### config.mk
export PLATFORM = sky130hd
export DESIGN_NAME = uart_tx_buffered_flat
export DESIGN_NICKNAME = d
export VERILOG_FILES = /design/src/rtl/uart_tx_buffered_pkg.sv /design/src/rtl/uart_tx_buffered_if.sv /design/src/rtl/byte_fifo.sv /design/src/rtl/uart_tx_buffered.sv /design/src/flat_wrapper.sv
export SDC_FILE = /design/constraint.sdc
export NUM_CORES = 1
export LEC_CHECK = 0
export BUFFER_PORTS_ARGS = -buffer_cell sky130_fd_sc_hd__buf_2
export CAP_MARGIN = 25
export CORE_MARGIN = 1.5
export CORE_UTILIZATION = 39
export DETAILED_ROUTE_END_ITERATION = 7
export HOLD_SLACK_MARGIN = 0.05
export PLACE_DENSITY = 0.56
export SETUP_SLACK_MARGIN = 0.2
export SYNTH_ARGS = -nofsm -noshare
export SYNTH_HDL_FRONTEND = slang
export SYNTH_SLANG_ARGS = --single-unit
### constraint.sdc
create_clock -name clk -period 4.3 [get_ports clk]
set_input_delay 0 -clock clk [delete_from_list [all_inputs] [get_ports clk]]
set_output_delay 0 -clock clk [all_outputs]
set_load 0.1 [all_outputs]
### src/rtl/uart_tx_buffered_pkg.sv
// Shared types and constants for the buffered UART transmitter.
package uart_tx_buffered_pkg;

  localparam int DEFAULT_BAUD = 115_200;

  // PARITY stays in the encoding even when the parity bit is not built,
  // so the state width and values do not depend on the build option.
  typedef enum logic [2:0] {
    IDLE   = 3'd0,
    START  = 3'd1,
    DATA   = 3'd2,
    PARITY = 3'd3,
    STOP   = 3'd4
  } uart_tx_state_t;

  // Even parity over one byte: the bit that makes the total count of ones even.
  function automatic logic even_parity(input logic [7:0] b);
    return ^b;
  endfunction

endpackage

### src/rtl/uart_tx_buffered_if.sv
// Byte stream handshake between the command FSM (master) and the UART transmitter (slave).
interface uart_tx_buffered_if;
  logic [7:0] data;
  logic       valid;
  logic       ready;

  modport master (output data, output valid, input ready);
  modport slave  (input data, input valid, output ready);
endinterface

### src/rtl/byte_fifo.sv
// Byte FIFO with a registered occupancy count and a combinational read head.
// Writes while full are ignored; a pop in the same cycle does not make room.
module byte_fifo #(
  parameter int DEPTH = 16
) (
  input  logic                   clk,
  input  logic                   rst_n,
  input  logic                   push,
  input  logic [7:0]             wr_data,
  input  logic                   pop,
  output logic [7:0]             rd_data,
  output logic                   full,
  output logic                   empty,
  output logic [$clog2(DEPTH):0] count
);

  localparam int PTR_W = $clog2(DEPTH);
  localparam int CNT_W = $clog2(DEPTH) + 1;
  localparam logic [CNT_W-1:0] FULL_CNT = CNT_W'(DEPTH);

  logic [7:0]       mem [DEPTH];
  logic [PTR_W-1:0] wr_ptr_r;
  logic [PTR_W-1:0] rd_ptr_r;
  logic [CNT_W-1:0] count_r;
  logic             do_push;
  logic             do_pop;

  assign full    = (count_r == FULL_CNT);
  assign empty   = (count_r == CNT_W'(0));
  assign count   = count_r;
  assign do_push = push && !full;
  assign do_pop  = pop && !empty;
  assign rd_data = mem[rd_ptr_r];

  // Storage array write; contents need no reset because the count guards reads.
  always_ff @(posedge clk) begin
    if (do_push) begin
      mem[wr_ptr_r] <= wr_data;
    end
  end

  // Pointer and occupancy bookkeeping; pointers wrap naturally at the power-of-2 depth.
  always_ff @(posedge clk or negedge rst_n) begin
    if (!rst_n) begin
      wr_ptr_r <= PTR_W'(0);
      rd_ptr_r <= PTR_W'(0);
      count_r  <= CNT_W'(0);
    end else begin
      if (do_push) begin
        wr_ptr_r <= wr_ptr_r + PTR_W'(1);
      end
      if (do_pop) begin
        rd_ptr_r <= rd_ptr_r + PTR_W'(1);
      end
      case ({do_push, do_pop})
        2'b10:   count_r <= count_r + CNT_W'(1);
        2'b01:   count_r <= count_r - CNT_W'(1);
        default: count_r <= count_r;
      endcase
    end
  end

endmodule

### src/rtl/uart_tx_buffered.sv
// Buffered UART transmitter: bytes from a valid/ready stream are queued in a
// byte FIFO and sent as 8N1 frames (8E1 when UART_TX_PARITY_EN is defined).
module uart_tx_buffered
  import uart_tx_buffered_pkg::*;
#(
  parameter int CLK_FREQ_HZ = 12_000_000,
  parameter int BAUD_RATE   = DEFAULT_BAUD,
  parameter int FIFO_DEPTH  = 16
) (
  input  logic                        clk,
  input  logic                        rst_n,
  uart_tx_buffered_if.slave           in_bus,
  output logic                        tx_o,
  output logic                        busy_o,
  output logic [$clog2(FIFO_DEPTH):0] fifo_count_o,
  output logic                        overflow_o
);

  localparam int CLKS_PER_BIT = CLK_FREQ_HZ / BAUD_RATE;
  localparam int BAUD_W       = $clog2(CLKS_PER_BIT);
  localparam logic [BAUD_W-1:0] BAUD_LAST = BAUD_W'(CLKS_PER_BIT - 1);

  uart_tx_state_t    state_r;
  logic [BAUD_W-1:0] baud_r;
  logic [2:0]        bit_idx_r;
  logic [7:0]        shift_r;
  logic              tx_r;
  logic              overflow_r;
`ifdef UART_TX_PARITY_EN
  logic              parity_r;
`endif

  logic       fifo_full;
  logic       fifo_empty;
  logic       fifo_pop;
  logic [7:0] head_byte;
  logic       baud_done;

  // The FIFO drops pushes while full on its own; ready only advertises space.
  byte_fifo #(.DEPTH(FIFO_DEPTH)) u_fifo (
    .clk     (clk),
    .rst_n   (rst_n),
    .push    (in_bus.valid),
    .wr_data (in_bus.data),
    .pop     (fifo_pop),
    .rd_data (head_byte),
    .full    (fifo_full),
    .empty   (fifo_empty),
    .count   (fifo_count_o)
  );

  assign in_bus.ready = !fifo_full;
  assign fifo_pop     = (state_r == IDLE) && !fifo_empty;
  assign baud_done    = (baud_r == BAUD_LAST);
  assign tx_o         = tx_r;
  assign overflow_o   = overflow_r;
  assign busy_o       = (state_r != IDLE) || !fifo_empty;

  // Sticky overflow flag: set by any push attempt against a full buffer.
  always_ff @(posedge clk or negedge rst_n) begin
    if (!rst_n) begin
      overflow_r <= 1'b0;
    end else if (in_bus.valid && fifo_full) begin
      overflow_r <= 1'b1;
    end else begin
      overflow_r <= overflow_r;
    end
  end

  // Transmit FSM with registered line output; the baud counter restarts on every state change.
  always_ff @(posedge clk or negedge rst_n) begin
    if (!rst_n) begin
      state_r   <= IDLE;
      baud_r    <= BAUD_W'(0);
      bit_idx_r <= 3'd0;
      shift_r   <= 8'd0;
      tx_r      <= 1'b1;
`ifdef UART_TX_PARITY_EN
      parity_r  <= 1'b0;
`endif
    end else begin
      case (state_r)
        IDLE: begin
          baud_r <= BAUD_W'(0);
          if (!fifo_empty) begin
            shift_r <= head_byte;
`ifdef UART_TX_PARITY_EN
            parity_r <= even_parity(head_byte);
`endif
            state_r <= START;
            tx_r    <= 1'b0;
          end else begin
            tx_r <= 1'b1;
          end
        end
        START: begin
          if (baud_done) begin
            state_r   <= DATA;
            baud_r    <= BAUD_W'(0);
            bit_idx_r <= 3'd0;
            tx_r      <= shift_r[0];
          end else begin
            baud_r <= baud_r + BAUD_W'(1);
          end
        end
        DATA: begin
          if (baud_done) begin
            baud_r <= BAUD_W'(0);
            if (bit_idx_r == 3'd7) begin
`ifdef UART_TX_PARITY_EN
              state_r <= PARITY;
              tx_r    <= parity_r;
`else
              state_r <= STOP;
              tx_r    <= 1'b1;
`endif
            end else begin
              // LSB-first: drop the bit just sent and present the next one.
              bit_idx_r <= bit_idx_r + 3'd1;
              shift_r   <= {1'b0, shift_r[7:1]};
              tx_r      <= shift_r[1];
            end
          end else begin
            baud_r <= baud_r + BAUD_W'(1);
          end
        end
`ifdef UART_TX_PARITY_EN
        PARITY: begin
          if (baud_done) begin
            state_r <= STOP;
            baud_r  <= BAUD_W'(0);
            tx_r    <= 1'b1;
          end else begin
            baud_r <= baud_r + BAUD_W'(1);
          end
        end
`endif
        STOP: begin
          if (baud_done) begin
            state_r <= IDLE;
            baud_r  <= BAUD_W'(0);
            tx_r    <= 1'b1;
          end else begin
            baud_r <= baud_r + BAUD_W'(1);
          end
        end
        default: begin
          state_r <= IDLE;
          baud_r  <= BAUD_W'(0);
          tx_r    <= 1'b1;
        end
      endcase
    end
  end

endmodule

### src/flat_wrapper.sv
// flat-port wrapper written by rule: the top's interface ports become plain ports
module uart_tx_buffered_flat import uart_tx_buffered_pkg::*;
#(
  parameter int CLK_FREQ_HZ = 12_000_000,
  parameter int BAUD_RATE   = DEFAULT_BAUD,
  parameter int FIFO_DEPTH  = 16
)
  (clk, rst_n, tx_o, busy_o, fifo_count_o, overflow_o, in_bus_data, in_bus_valid, in_bus_ready);
  uart_tx_buffered_if in_bus_i ();
  input  logic clk;
  input  logic rst_n;
  output logic tx_o;
  output logic busy_o;
  output logic [$clog2(FIFO_DEPTH):0] fifo_count_o;
  output logic overflow_o;
  input wire logic [$bits(in_bus_i.data)-1:0] in_bus_data;
  input wire logic [$bits(in_bus_i.valid)-1:0] in_bus_valid;
  output wire logic [$bits(in_bus_i.ready)-1:0] in_bus_ready;
  assign in_bus_i.data = in_bus_data;
  assign in_bus_i.valid = in_bus_valid;
  assign in_bus_ready = in_bus_i.ready;
  uart_tx_buffered #(.CLK_FREQ_HZ(CLK_FREQ_HZ), .BAUD_RATE(BAUD_RATE), .FIFO_DEPTH(FIFO_DEPTH)) u_core (.clk(clk), .rst_n(rst_n), .in_bus(in_bus_i), .tx_o(tx_o), .busy_o(busy_o), .fifo_count_o(fifo_count_o), .overflow_o(overflow_o));
endmodule
==> results by group <==
Timing
  – Slew Limit Fails: 0
  – Sum Neg Setup Slack: 0 ps
  – Final period util: 76.4%
  – Peak Freq: 304 MHz
  – Max_slew headroom: 31.3%
  – Final min period: 3290 ps
  – RSZ-0062 raised after global routing: false
  – Worst Clk Skew: ~10 ps
  – Final hold vios: 0
  – Fin worst setup slack: between 1000 and 1500 ps
  – Least-Margin Pin Slew: 1030 ps
  – Final setup fails: 0

Final layout
  – Diode count: 0
  – Leading cell type in the layout, fill and taps excluded: edfxtp_1
  – Layout cell share with drive strength beyond 1: 23.0%
  – Most frequent cells in the layout: edfxtp_1 (128), nor2_1 (37), dfrtp_1 (34)
  – Fin nets: 472
  – Final Instance Area: 0.00788 sq mm
  – Post-route insts no fill: 686
  – Area delta synth->final: 14.6%

Clocking
  – Hold_buf cts: 10
  – H-tree depth: 4
  – Clock root buffer: clkbuf_16
  – Post-CTS Repair Setup Buffers: 0
  – Clk buf depth: 2
  – Clock sink total: 164
  – CTS buffer count: 17
  – Worst-Skew Late Latency: between 400 and 500 ps
  – TritonCTS clock tree: built
  – CTS resizes: 0
  – Clock transition at path regs: 60 ps

Synth
  – Area share of the largest cell type after synthesis: a little under three fifths
  – Ys async rst share: 22.0%
  – Ys Warns: 0
  – Post-synth EDFFs: 128
  – Post-Syn Nets: 439
  – Syn_area_per_cell: 16.5 sq um
  – Yosys top cell by area: edfxtp_1
  – FF+latch count, synth: between 150 and 200
  – Synth top area cells: edfxtp_1 (56%), dfrtp_1 (13%), mux4_2 (10%), ha_1 (2.2%), a21oi_1 (2.1%)
  – Distinct cell type count after synthesis: 53
  – Gate Count Post-Synth: 416
  – Seq/Total Area, Yosys: between 60% and 70%
  – Main flop type after synthesis: edfxtp_1
  – Netlist Area Pre-Place: 0.00688 sq mm

Power
  – Leak: 2.70 nW
  – PwrDens: 523 mW/mm^2
  – Tot Pwr: around 4.1 mW
  – Max IR drop VDD: 277 uV

Floorplan
  – # IOs: 20
  – Cell Rows: 48
  – Starting Density: 39.9%
  – Die ar.: 0.0184 sq mm
  – Core ar.: between 0.015 and 0.02 sq mm
  – Die Y-Extent: 136 um
  – Die width: 136 um

Hold path
  – Hold Crit Class: input port to asynchronous set/reset pin

Global routing
  – Total congestion overflow: 0
  – First-pass GRT wire length: 21.0 mm
  – Largest net degree at the start of global routing: 37
  – Initial antenna violation count: 0
  – Gr usage total: 15.7%
  – Vias in the first global route: 3725

Drt
  – Vias per cell: 5.28
  – Initial DRC Count: between 200 and 300
  – DRT antenna net count: 0
  – Initial DRT Pass Iterations: 4
  – Via count: 3622
  – # DRC: 0
  – Routed wire length per instance: 19.4 um
  – WL final: 13.3 mm

Critical path
  – Worst Path Buf+Inv: 2
  – Worst path max stage delay: 410 ps
  – Cell family with most CP delay: adder cells
  – Critical path capture point type: register
  – CP Cell Sequence: ha_1 -> ha_1 -> nor4b_4 -> o21a_4 -> nand2_4 -> inv_6 -> ha_1 -> xor2_1 -> ha_1 -> inv_1 -> o21ai_0 -> a21o_1 -> a221oi_1 -> xnor2_1
  – Cell mode on critical path: ha_1
  – CP Data Arrival Time: 3630 ps
  – Worst EP required: ~4600 ps
  – Critical path class: register to register
  – Slowest library cell on the worst path: dfrtp_1
  – Crit-path max FO: 16
  – Setup crit start kind: register

Placement
  – DP HPWL: around 8.7 mm
  – Port Buffers: 19
  – Gpl congestion: 0.795
  – Inst Count DP: 644
  – Pre-CTS setup slack: 1040 ps
  – Area after DPL: 0.00719 sq mm

Run
  – Total of max-cap violations: 0

Outcome
  – Outcome: complete, no violations
[final cells by class]
class / count / area (sq um)
fillers: 1482 / 9360
inverters: 8 / 35.0
repair buffers: 35 / 240
flip-flops and latches: 164 / 4750
well taps: 225 / 282
clock buffers: 18 / 429
clock inverters: 13 / 148
multi-input cells: 223 / 2000
[worst paths after layout]
kind / start / endpoint / slack (ps) / cells after the start
hold reg to reg: u_core.baud_r[0] / u_core.baud_r[0] / 450 / 1
hold / removal: rst_n / u_core.state_r[2] / 210 / 2
min in group clk: in_bus_valid / u_core.overflow_o / 380 / 3
setup / recovery: u_core.bit_idx_r[0] / u_core.u_fifo.count[4] / 1010 / 14
max in group asynchronous: rst_n / u_core.u_fifo.rd_ptr_r[0] / 3530 / 2
setup reg to reg: u_core.bit_idx_r[0] / u_core.u_fifo.count[4] / 1010 / 14
[layer usage]
layer  track usage [%]  up-vias  share of wire (%)
met1              21.0     1892                 47
met4              4.48        0               0.98
met5                 0        -                  0
met3              4.23        9                2.8
li1                  -     1665                  -
met2              25.4       56                 50
[power breakdown]
group	internal, mW	switching, mW
Combinational	0.165	0.465
Sequential	1.88	0.116
Clock	0.863	0.625
[synthesized netlist by cell type, drive strengths merged (3+ instances only)]
cell and count:
xnor2 9, and2 3, dfrtp 35, clkbuf 10, nand2 20, nor2b 4, inv 8, nor3 5
buf 11, ha 12, nand3 3, edfxtp 128, a21oi 29, mux2 4, o21ai 10, nor2 37
xor2 7, mux4 32, o22ai 3, a22oi 12, nand2b 4
[logic make-up (layout without fill, tap and decap cells)]
kind of cell	after synthesis	after routing	share of synthesized area [%]
xor gates and xnor gates	16	16	2.15
and+or+nand+nor	90	90	7.01
AOI/OAI and AO/OA	67	67	6.10
muxes	38	38	11.4
buffers and inverters	29	74	2.11
adders and majority gates	12	12	2.18
DFF	164	164	69.0
[metrics by stage]
stage | util, % | hold slack, ps
2_1_floorplan | - | -296
4_1_cts | 45.7 | 241
3_5_place_dp | 41.7 | 145
3_3_place_gp | 41.7 | 138
6_report | 45.7 | 207
5_1_grt | 45.7 | 282
[sequential cells by signal, indices dropped and copies added (netlist names)]
name	count
u_core.tx_o	1
u_core.u_fifo.wr_ptr_r	4
u_core.u_fifo.mem	128
u_core.bit_idx_r	3
u_core.overflow_o	1
u_core.u_fifo.count	5
u_core.shift_r	8
u_core.u_fifo.rd_ptr_r	4
u_core.baud_r	7
u_core.state_r	3
Power figures use the tool's default switching activity.
